==> src/rtl/control_sequencer.sv <==
// ---------------------------------------------------------------------------
// control_sequencer
//
// Multi-cycle control sequencer for the 16-bit CPU. It fetches an instruction
// word through a ready handshake, latches the opcode, and then drives the ALU
// mode and the load/increment strobes for the operand registers, register
// file, instruction splitter and program counter. Instructions that carry
// extension words (MVI, LDA) loop through EXT_FETCH/EXT_EXEC once per word.
// The final execute cycle of one instruction is followed directly by the
// FETCH of the next.
//
// Parameters:
//   OPCODE_W  opcode width; bits above [3:0] must be zero for a legal opcode
//   ALU_OT_W  ALU operation-type width
//   LDA_EXT   number of extension words consumed by LDA (1 .. 2**CNT_W-1)
//   CNT_W     width of the extension-word counter
//
// Ports:
//   clk        system clock, rising edge
//   rst_n      asynchronous active-low reset
//   en         sequencer enable; 0 forces every output low immediately
//   ins_ready  instruction memory presents a valid word this cycle
//   opcode     opcode field of the current instruction word
//   alu_ot     ALU mode: 00 addressing, 01 arithmetic, 10 logic
//   ins_load   instruction splitter load strobe
//   pc_load    PC-to-memory address load strobe
//   pc_inc     PC increment strobe (once per instruction word consumed)
//   op1_load   operand-1 load strobe
//   op2_load   operand-2 load strobe
//   reg_load   register-file write strobe
//   instr_done one-cycle pulse in the final execute cycle of an instruction
//   trap       illegal-opcode trap
//
// Build option:
//   CTRL_SEQ_TRAP_EN  when defined, an illegal opcode parks the sequencer in
//                     TRAP (trap=1) until en drops or reset. When undefined,
//                     an illegal opcode executes as a NOP and trap is tied 0.
// ---------------------------------------------------------------------------
module control_sequencer #(
    parameter int OPCODE_W = 4,
    parameter int ALU_OT_W = 2,
    parameter int LDA_EXT  = 1,
    parameter int CNT_W    = 2
) (
    input  logic                clk,
    input  logic                rst_n,
    input  logic                en,
    input  logic                ins_ready,
    input  logic [OPCODE_W-1:0] opcode,
    output logic [ALU_OT_W-1:0] alu_ot,
    output logic                ins_load,
    output logic                pc_load,
    output logic                pc_inc,
    output logic                op1_load,
    output logic                op2_load,
    output logic                reg_load,
    output logic                instr_done,
    output logic                trap
);

    typedef enum logic [2:0] {
        IDLE,
        FETCH,
        EXEC,
        EXT_FETCH,
        EXT_EXEC,
        TRAP
    } state_t;

    localparam logic [3:0] OP_INV1 = 4'h7;
    localparam logic [3:0] OP_INV2 = 4'h8;
    localparam logic [3:0] OP_MOV  = 4'hB;
    localparam logic [3:0] OP_MVI  = 4'hC;
    localparam logic [3:0] OP_LDA  = 4'hD;
    localparam logic [3:0] OP_NOP  = 4'hE;

    localparam logic [ALU_OT_W-1:0] ALU_ADDR  = '0;
    localparam logic [ALU_OT_W-1:0] ALU_ARITH = ALU_OT_W'(1);
    localparam logic [ALU_OT_W-1:0] ALU_LOGIC = ALU_OT_W'(2);

    localparam logic [CNT_W-1:0] CNT_ONE = CNT_W'(1);

    state_t              state;
    state_t              state_next;
    logic [OPCODE_W-1:0] cur_op;
    logic [CNT_W-1:0]    cnt;

    logic [3:0]          op_lo;
    logic                op_legal;
    logic [CNT_W-1:0]    exec_cnt;
    logic                last_ext;
    logic                trap_s;

    // ------------------------------------------------------------------
    // Decode of the latched opcode (never of the live opcode input, so the
    // outputs carry no combinational path from opcode).
    // ------------------------------------------------------------------
    assign op_lo    = cur_op[3:0];
    assign op_legal = ((cur_op >> 4) == '0) && (op_lo != 4'hF);

    // Number of extension words still to consume once EXEC completes.
    always_comb begin
        exec_cnt = '0;
        if (op_legal) begin
            case (op_lo)
                OP_MVI:  exec_cnt = CNT_ONE;
                OP_LDA:  exec_cnt = CNT_W'(LDA_EXT);
                default: exec_cnt = '0;
            endcase
        end
    end

    // cnt <= 1 rather than == 1 so a corrupted zero count still terminates.
    assign last_ext = (cnt <= CNT_ONE);

    // ------------------------------------------------------------------
    // State register
    // ------------------------------------------------------------------
    // NOTE: sequential state is updated with non-blocking assignments only,
    // so every flop samples the pre-edge values regardless of block order.
    always_ff @(posedge clk or negedge rst_n) begin
        if (!rst_n) begin
            state <= IDLE;
        end else begin
            state <= state_next;
        end
    end

    // Latched opcode and extension-word counter.
    always_ff @(posedge clk or negedge rst_n) begin
        if (!rst_n) begin
            cur_op <= '0;
            cnt    <= '0;
        end else if (!en) begin
            cnt <= '0;
        end else begin
            case (state)
                FETCH: begin
                    if (ins_ready) begin
                        cur_op <= opcode;
                    end
                end
                EXEC: begin
                    cnt <= exec_cnt;
                end
                EXT_EXEC: begin
                    cnt <= cnt - CNT_ONE;
                end
                default: begin
                    cnt <= cnt;
                end
            endcase
        end
    end

    // ------------------------------------------------------------------
    // Next-state logic
    // ------------------------------------------------------------------
    // NOTE: every combinational block assigns defaults first so no path
    // leaves a variable unassigned, which would infer a latch.
    always_comb begin
        state_next = state;
        if (!en) begin
            state_next = IDLE;
        end else begin
            case (state)
                IDLE: begin
                    state_next = FETCH;
                end
                FETCH: begin
                    if (ins_ready) begin
                        state_next = EXEC;
                    end
                end
                EXEC: begin
`ifdef CTRL_SEQ_TRAP_EN
                    if (!op_legal) begin
                        state_next = TRAP;
                    end else if (exec_cnt != '0) begin
                        state_next = EXT_FETCH;
                    end else begin
                        state_next = FETCH;
                    end
`else
                    if (exec_cnt != '0) begin
                        state_next = EXT_FETCH;
                    end else begin
                        state_next = FETCH;
                    end
`endif
                end
                EXT_FETCH: begin
                    if (ins_ready) begin
                        state_next = EXT_EXEC;
                    end
                end
                EXT_EXEC: begin
                    state_next = last_ext ? FETCH : EXT_FETCH;
                end
                TRAP: begin
                    state_next = TRAP;
                end
                default: begin
                    state_next = IDLE;
                end
            endcase
        end
    end

    // ------------------------------------------------------------------
    // Moore outputs: state and cur_op only, gated by en.
    // ------------------------------------------------------------------
    always_comb begin
        alu_ot     = ALU_ADDR;
        ins_load   = 1'b0;
        pc_load    = 1'b0;
        pc_inc     = 1'b0;
        op1_load   = 1'b0;
        op2_load   = 1'b0;
        reg_load   = 1'b0;
        instr_done = 1'b0;
        trap_s     = 1'b0;

        if (en) begin
            case (state)
                FETCH, EXT_FETCH: begin
                    ins_load = 1'b1;
                    pc_load  = 1'b1;
                end

                EXEC: begin
                    if (op_legal) begin
                        pc_inc     = 1'b1;
                        instr_done = (exec_cnt == '0);
                        case (op_lo)
                            4'h0, 4'h1, 4'h2, 4'h3: begin
                                alu_ot   = ALU_ARITH;
                                op1_load = 1'b1;
                                op2_load = 1'b1;
                                reg_load = 1'b1;
                            end
                            4'h4, 4'h5, 4'h6, 4'h9, 4'hA: begin
                                alu_ot   = ALU_LOGIC;
                                op1_load = 1'b1;
                                op2_load = 1'b1;
                                reg_load = 1'b1;
                            end
                            OP_INV1: begin
                                alu_ot   = ALU_LOGIC;
                                op1_load = 1'b1;
                                reg_load = 1'b1;
                            end
                            OP_INV2: begin
                                alu_ot   = ALU_LOGIC;
                                op2_load = 1'b1;
                                reg_load = 1'b1;
                            end
                            OP_MOV: begin
                                op2_load = 1'b1;
                                reg_load = 1'b1;
                            end
                            OP_MVI: begin
                                op1_load = 1'b1;
                            end
                            OP_LDA, OP_NOP: begin
                                // Only pc_inc; LDA writes on its last word.
                            end
                            default: begin
                            end
                        endcase
                    end else begin
`ifdef CTRL_SEQ_TRAP_EN
                        // All strobes stay low on the way into TRAP.
`else
                        // Illegal opcode behaves as NOP.
                        pc_inc     = 1'b1;
                        instr_done = 1'b1;
`endif
                    end
                end

                EXT_EXEC: begin
                    pc_inc     = 1'b1;
                    instr_done = last_ext;
                    if (op_lo == OP_MVI) begin
                        op2_load = 1'b1;
                        reg_load = 1'b1;
                    end else if (op_lo == OP_LDA) begin
                        reg_load = (cnt == CNT_ONE);
                    end
                end

                TRAP: begin
`ifdef CTRL_SEQ_TRAP_EN
                    trap_s = 1'b1;
`endif
                end

                default: begin
                end
            endcase
        end
    end

    assign trap = trap_s;

endmodule

==> config.mk <==
export PLATFORM = sky130hd
export DESIGN_NAME = control_sequencer
export DESIGN_NICKNAME = d
export VERILOG_FILES = /design/src/rtl/control_sequencer.sv
export SDC_FILE = /design/constraint.sdc
export NUM_CORES = 1
export LEC_CHECK = 0
export CELL_PAD_IN_SITES_DETAIL_PLACEMENT = 0
export CELL_PAD_IN_SITES_GLOBAL_PLACEMENT = 1
export CORE_MARGIN = 4
export CORE_UTILIZATION = 30
export CTS_CLUSTER_DIAMETER = 60
export CTS_CLUSTER_SIZE = 40
export DETAILED_ROUTE_END_ITERATION = 16
export HOLD_SLACK_MARGIN = 0.15
export PLACE_DENSITY = 0.71
export SYNTH_ARGS = -nofsm -noshare
export SYNTH_HDL_FRONTEND = slang
export SYNTH_SLANG_ARGS = --single-unit
==> constraint.sdc <==
create_clock -name clk -period 2.3 [get_ports clk]
set_input_delay 0.345 -clock clk [delete_from_list [all_inputs] [get_ports clk]]
set_output_delay 0.345 -clock clk [all_outputs]
set_load 0.05 [all_outputs]
; ---- Word-level counts from Yosys, hierarchy flattened
; Index checks and enable logic that the tools add are counted.
[totals]
reg_bits = 9
in_bits = 8
out_inout_bits = 10
wordCells = 78
[classes]
n_addsub = 1
magnitude_cmp = 1
n_eq_ne = 23
n_mux = 36
n_reduce_logical = 14
[op_table]
columns = operator, n
row1 = $eq 4x4->1 const B, 6
row2 = $reduce_or 11->1, 2
row3 = $mux 1, 20
row4 = $pmux 3 s6, 1
row5 = $eq 4x3->1 const B, 4
row6 = $mux 2, 7
row7 = $reduce_or 12->1, 1
row8 = $mux 3, 3
row9 = $eq 4x2->1 const B, 2
row10 = $pmux 2 s2, 2
row11 = $reduce_or 7->1, 1
row12 = $eq 3x2->1 const B, 2
row13 = $eq 3x3->1 const B, 2
row14 = $ne 3x3->1 const B, 2
row15 = $pmux 1 s2, 3
row16 = $reduce_or 2->1, 3
row17 = $eq 4x1->1 const B, 1
row18 = $logic_not 4->1, 1
row19 = $ne 4x4->1 const B, 1
row20 = $reduce_or 4->1, 1
row21 = $eq 3x1->1 const B, 1
row22 = $logic_not 3->1, 1
row23 = $ne 3x1->1 const B, 1
row24 = $reduce_and 3->1, 1
row25 = other kinds (6), 6

; ---- Depth between registers and ports, before layout
[logic_depth]
word_depth = 8
ltp_mapped = 5
mapped_depth_nobuf = 5

; ---- Worst setup path before layout
; OpenSTA, ideal clock, no wires.
[synth_timing]
kind = flip-flop to output port
startpoint = register state[1]
endpoint = output op2_load
arrival_time_ns = 1.956
required_time_ns = 1.955
path_slack_ns = -0.001
path_stages_with_launch = 5
path_buffers = 1
cell_sequence = dfrtp_1 > buf_4 > and2b_1 > a22oi_1 > a2111oi_2
[synth_between]
elab_chain_len = 3
word_cells_on_any_way = 4
classes_between = eq/ne: 2 / mux: 2
[synth_rtl]
columns = item, line_no
row1 = "start, declared", 83  ; state_t state;
row2 = "start signal, assigned", 125  ; state <= state_next;
row3 = $eq 3x3->1 or $eq 3x2->1 (tied branches), 225  ; case (state)
row4 = $pmux 1 s2 (*), 225
row5 = $mux 1 (*), 224  ; if (en) begin
row6 = "end, declared", 55  ; output logic op2_load,
; Mark *: on every way between the ends. The rest lies on a longest branch, timed or not.

; ---- Final worst setup path
; Same ends and word-level chain as after synthesis.

==> results.yml <==
clock_tree:
  cts_tree: "yes"
  clock-sinks: 9
  clk_pin_slew_ps: 60
  cts_setup_buffers: 0
  clk_latency_ps: 260
  cts-resized-gates: 0
  cts_buffer_depth: 2
  cts-root-buf: "clkbuf_4"
  h-tree-depth: 1
  numCtsBuffers: 3
  ctsHoldBuffers: 0
layout:
  drive_above_1_share_pct: 23.6
  n_fill_cell: 221
  regArea_um2: 225
  mostFrequentLayoutCells: "dfrtp_1, buf_12, clkdlybuf4s50_1, nand2_1, o21ai_0"
  nets: 99
  area_growth_pct: 39.8
  finalNonFillerCells: 117
  multi_input_comb_area_um2: 437
  n_antenna_cell: 0
power:
  internal_power_uw: 341
  p_seq_share_pct: 43.3
  power_switching_uw: 183
  p_per_area_nw_per_um2: 532
  total_leakage_power_uw: 0.000398
  comb_power_share_pct: 33.8
  design_power_total_uw: 524
  vdd_drop_max_uv: 462
  pwr-share-clk_pct: 22.9
  swShare_pct: 35.0
worst_setup_path:
  cp.required_ps: 1960
  cp_max_fo: 11
  critPathTopFamily: "compound AO/OA/AOI/OAI gates"
  start_kind: "register"
  crit_arrival_ps: 1830
  slowest_stage: "dfrtp_1"
  cpPeakStageDelay_ps: 490
  end_kind: "output port"
  crit_buf_inv: 1
  worstSetupPathType: "register to output port"
  path_cells: "and2b_1 -> a22oi_1 -> a2111oi_4 -> buf_12"
die:
  ios: 18
  die_height_um: 56.5
  initial_utilization_pct: 31.5
  dieWidth_um: 56.5
  rows: 17
  dieArea_um2: 3190
  core-area_um2: 2230
place:
  dp.cells: 113
  port_buffers: 16
  dp_hpwl_mm: 1.22
  place_congestion: 0.773
yosys:
  syn_area_per_cell_um2: 9.39
  synthMuxAreaShare_pct: 8.53
  syn-cell-area_um2: 704
  ys_seq_elements: 9
  synth_compound_area_share_pct: 20.2
  syn_nets: 84
  yosys.area_share.simple_pct: 27.9
  async_reset_ff_share_pct: 100
  synth_xor_area_share_pct: 1.24
  ys_seq_area_share_pct: 32.0
  synth_warnings: 0
  synth_top_family_by_area: "simple AND/OR/NAND/NOR gates"
  synth_fa_ha_area_share_pct: 1.78
  syn_inst: 75
  ys_types: 38
  synth_flop_cell: "dfrtp_1"
  synth_edf_count: 0
sta:
  fmax_mhz: 460
  setup_viol: 0
  hold_violations: 0
  hold_ws_ps: 386
  finalMaxSlewViolations: 0
  rsz0062_at_grt: "false"
  fin_crit_sh_pct: 94.5
  tns_ps: 0
  worst_clock_skew_ps: 3.23
  post-route-min-period_ps: 2170
run:
  drv_cap: 0
global_routing:
  overflow: 0
  grt_first_pass_wirelength_mm: 2.82
  grt_pass1_vias: 618
  grt.total_usage_pct: 11.2
  grt_max_degree: 12
  antenna_found_initial: 0
routing:
  drc: 0
  first_pass_iters: 5
  drtIter0Drc: 15
  vias_per_cell: 5.26
  wl_per_cell_um: 14.0
  finalWirelength_mm: 1.64
  drtAntennaViolNets: 0
  vias: 616
status:
  status: "completed"
hold_path:
  hold_path.class: "primary input to asynchronous set/reset pin"
[state kept, by name, summed over array words and instances, names as in the netlist]
register  flops
state         3
cur_op        4
cnt           2
[stage by stage]
step           utilization (%)  cell area, um2  setup WS (ps)
2_1_floorplan                -             717            171
3_5_place_dp              42.9             958            336
4_1_cts                   44.1             985            126
5_1_grt                   44.1             985           24.3
6_report                  44.1             985            127
3_3_place_gp              42.9             958            332
[Yosys cell counts (all sizes together), types with 3 or more instances]
| library cell | number | share of area, % |
|---|---|---|
| a21boi | 4 | 4.3 |
| a21oi | 5 | 3.6 |
| buf | 6 | 6.2 |
| dfrtp | 9 | 32 |
| inv | 3 | 1.6 |
| mux2 | 4 | 8.5 |
| nand2 | 6 | 3.2 |
| o21ai | 6 | 4.3 |
[cell type report]
cell class                 instances  share of cell area (%)
clock buffer                       4                    2.67
inverter                           3                    1.14
multi-input combinational         57                    44.3
sequential                         9                    22.9
tap                               28                    3.56
timing repair buffer              16                    25.4
[power groups by stage]
stage	Sequential [uW]	Clock, uW	Combinational, uW
finish	227	120	177
global route	232	139	191
CTS	227	126	178
detailed placement	230	0	177
global placement	229	0	175
floorplan	205	0	139
[final timing paths]
path / endpoint / slack [ps] / cells after the start / start
worst max-delay path: op2_load / 130 / 4 / state[1]$_DFFE_PN0P_
worst min-delay path: state[0]$_DFFE_PN0P_ / 390 / 1 / rst_n
worst max register to register: cur_op[2]$_DFFE_PN0P_ / 710 / 3 / state[2]$_DFFE_PN0P_
worst min register to register: cnt[1]$_DFFE_PN0P_ / 560 / 2 / cnt[1]$_DFFE_PN0P_
max in group asynchronous: cur_op[2]$_DFFE_PN0P_ / 1620 / 1 / rst_n
min in group clk: cnt[1]$_DFFE_PN0P_ / 560 / 2 / cnt[1]$_DFFE_PN0P_
[cell families after synthesis]
group	Yosys count
other	1
AOI/OAI and AO/OA	21
and+or+nand+nor	29
muxes	4
buffers and inverters	9
DFF	9
xor gates and xnor gates	1
adders and majority gates	1
[routing by layer]
layer	track usage (%)	routed length, um
met4	5.42	12
met2	15.8	765
met3	2.76	74
met5	0	0
met1	15.8	787
Power figures use the tool's default switching activity.
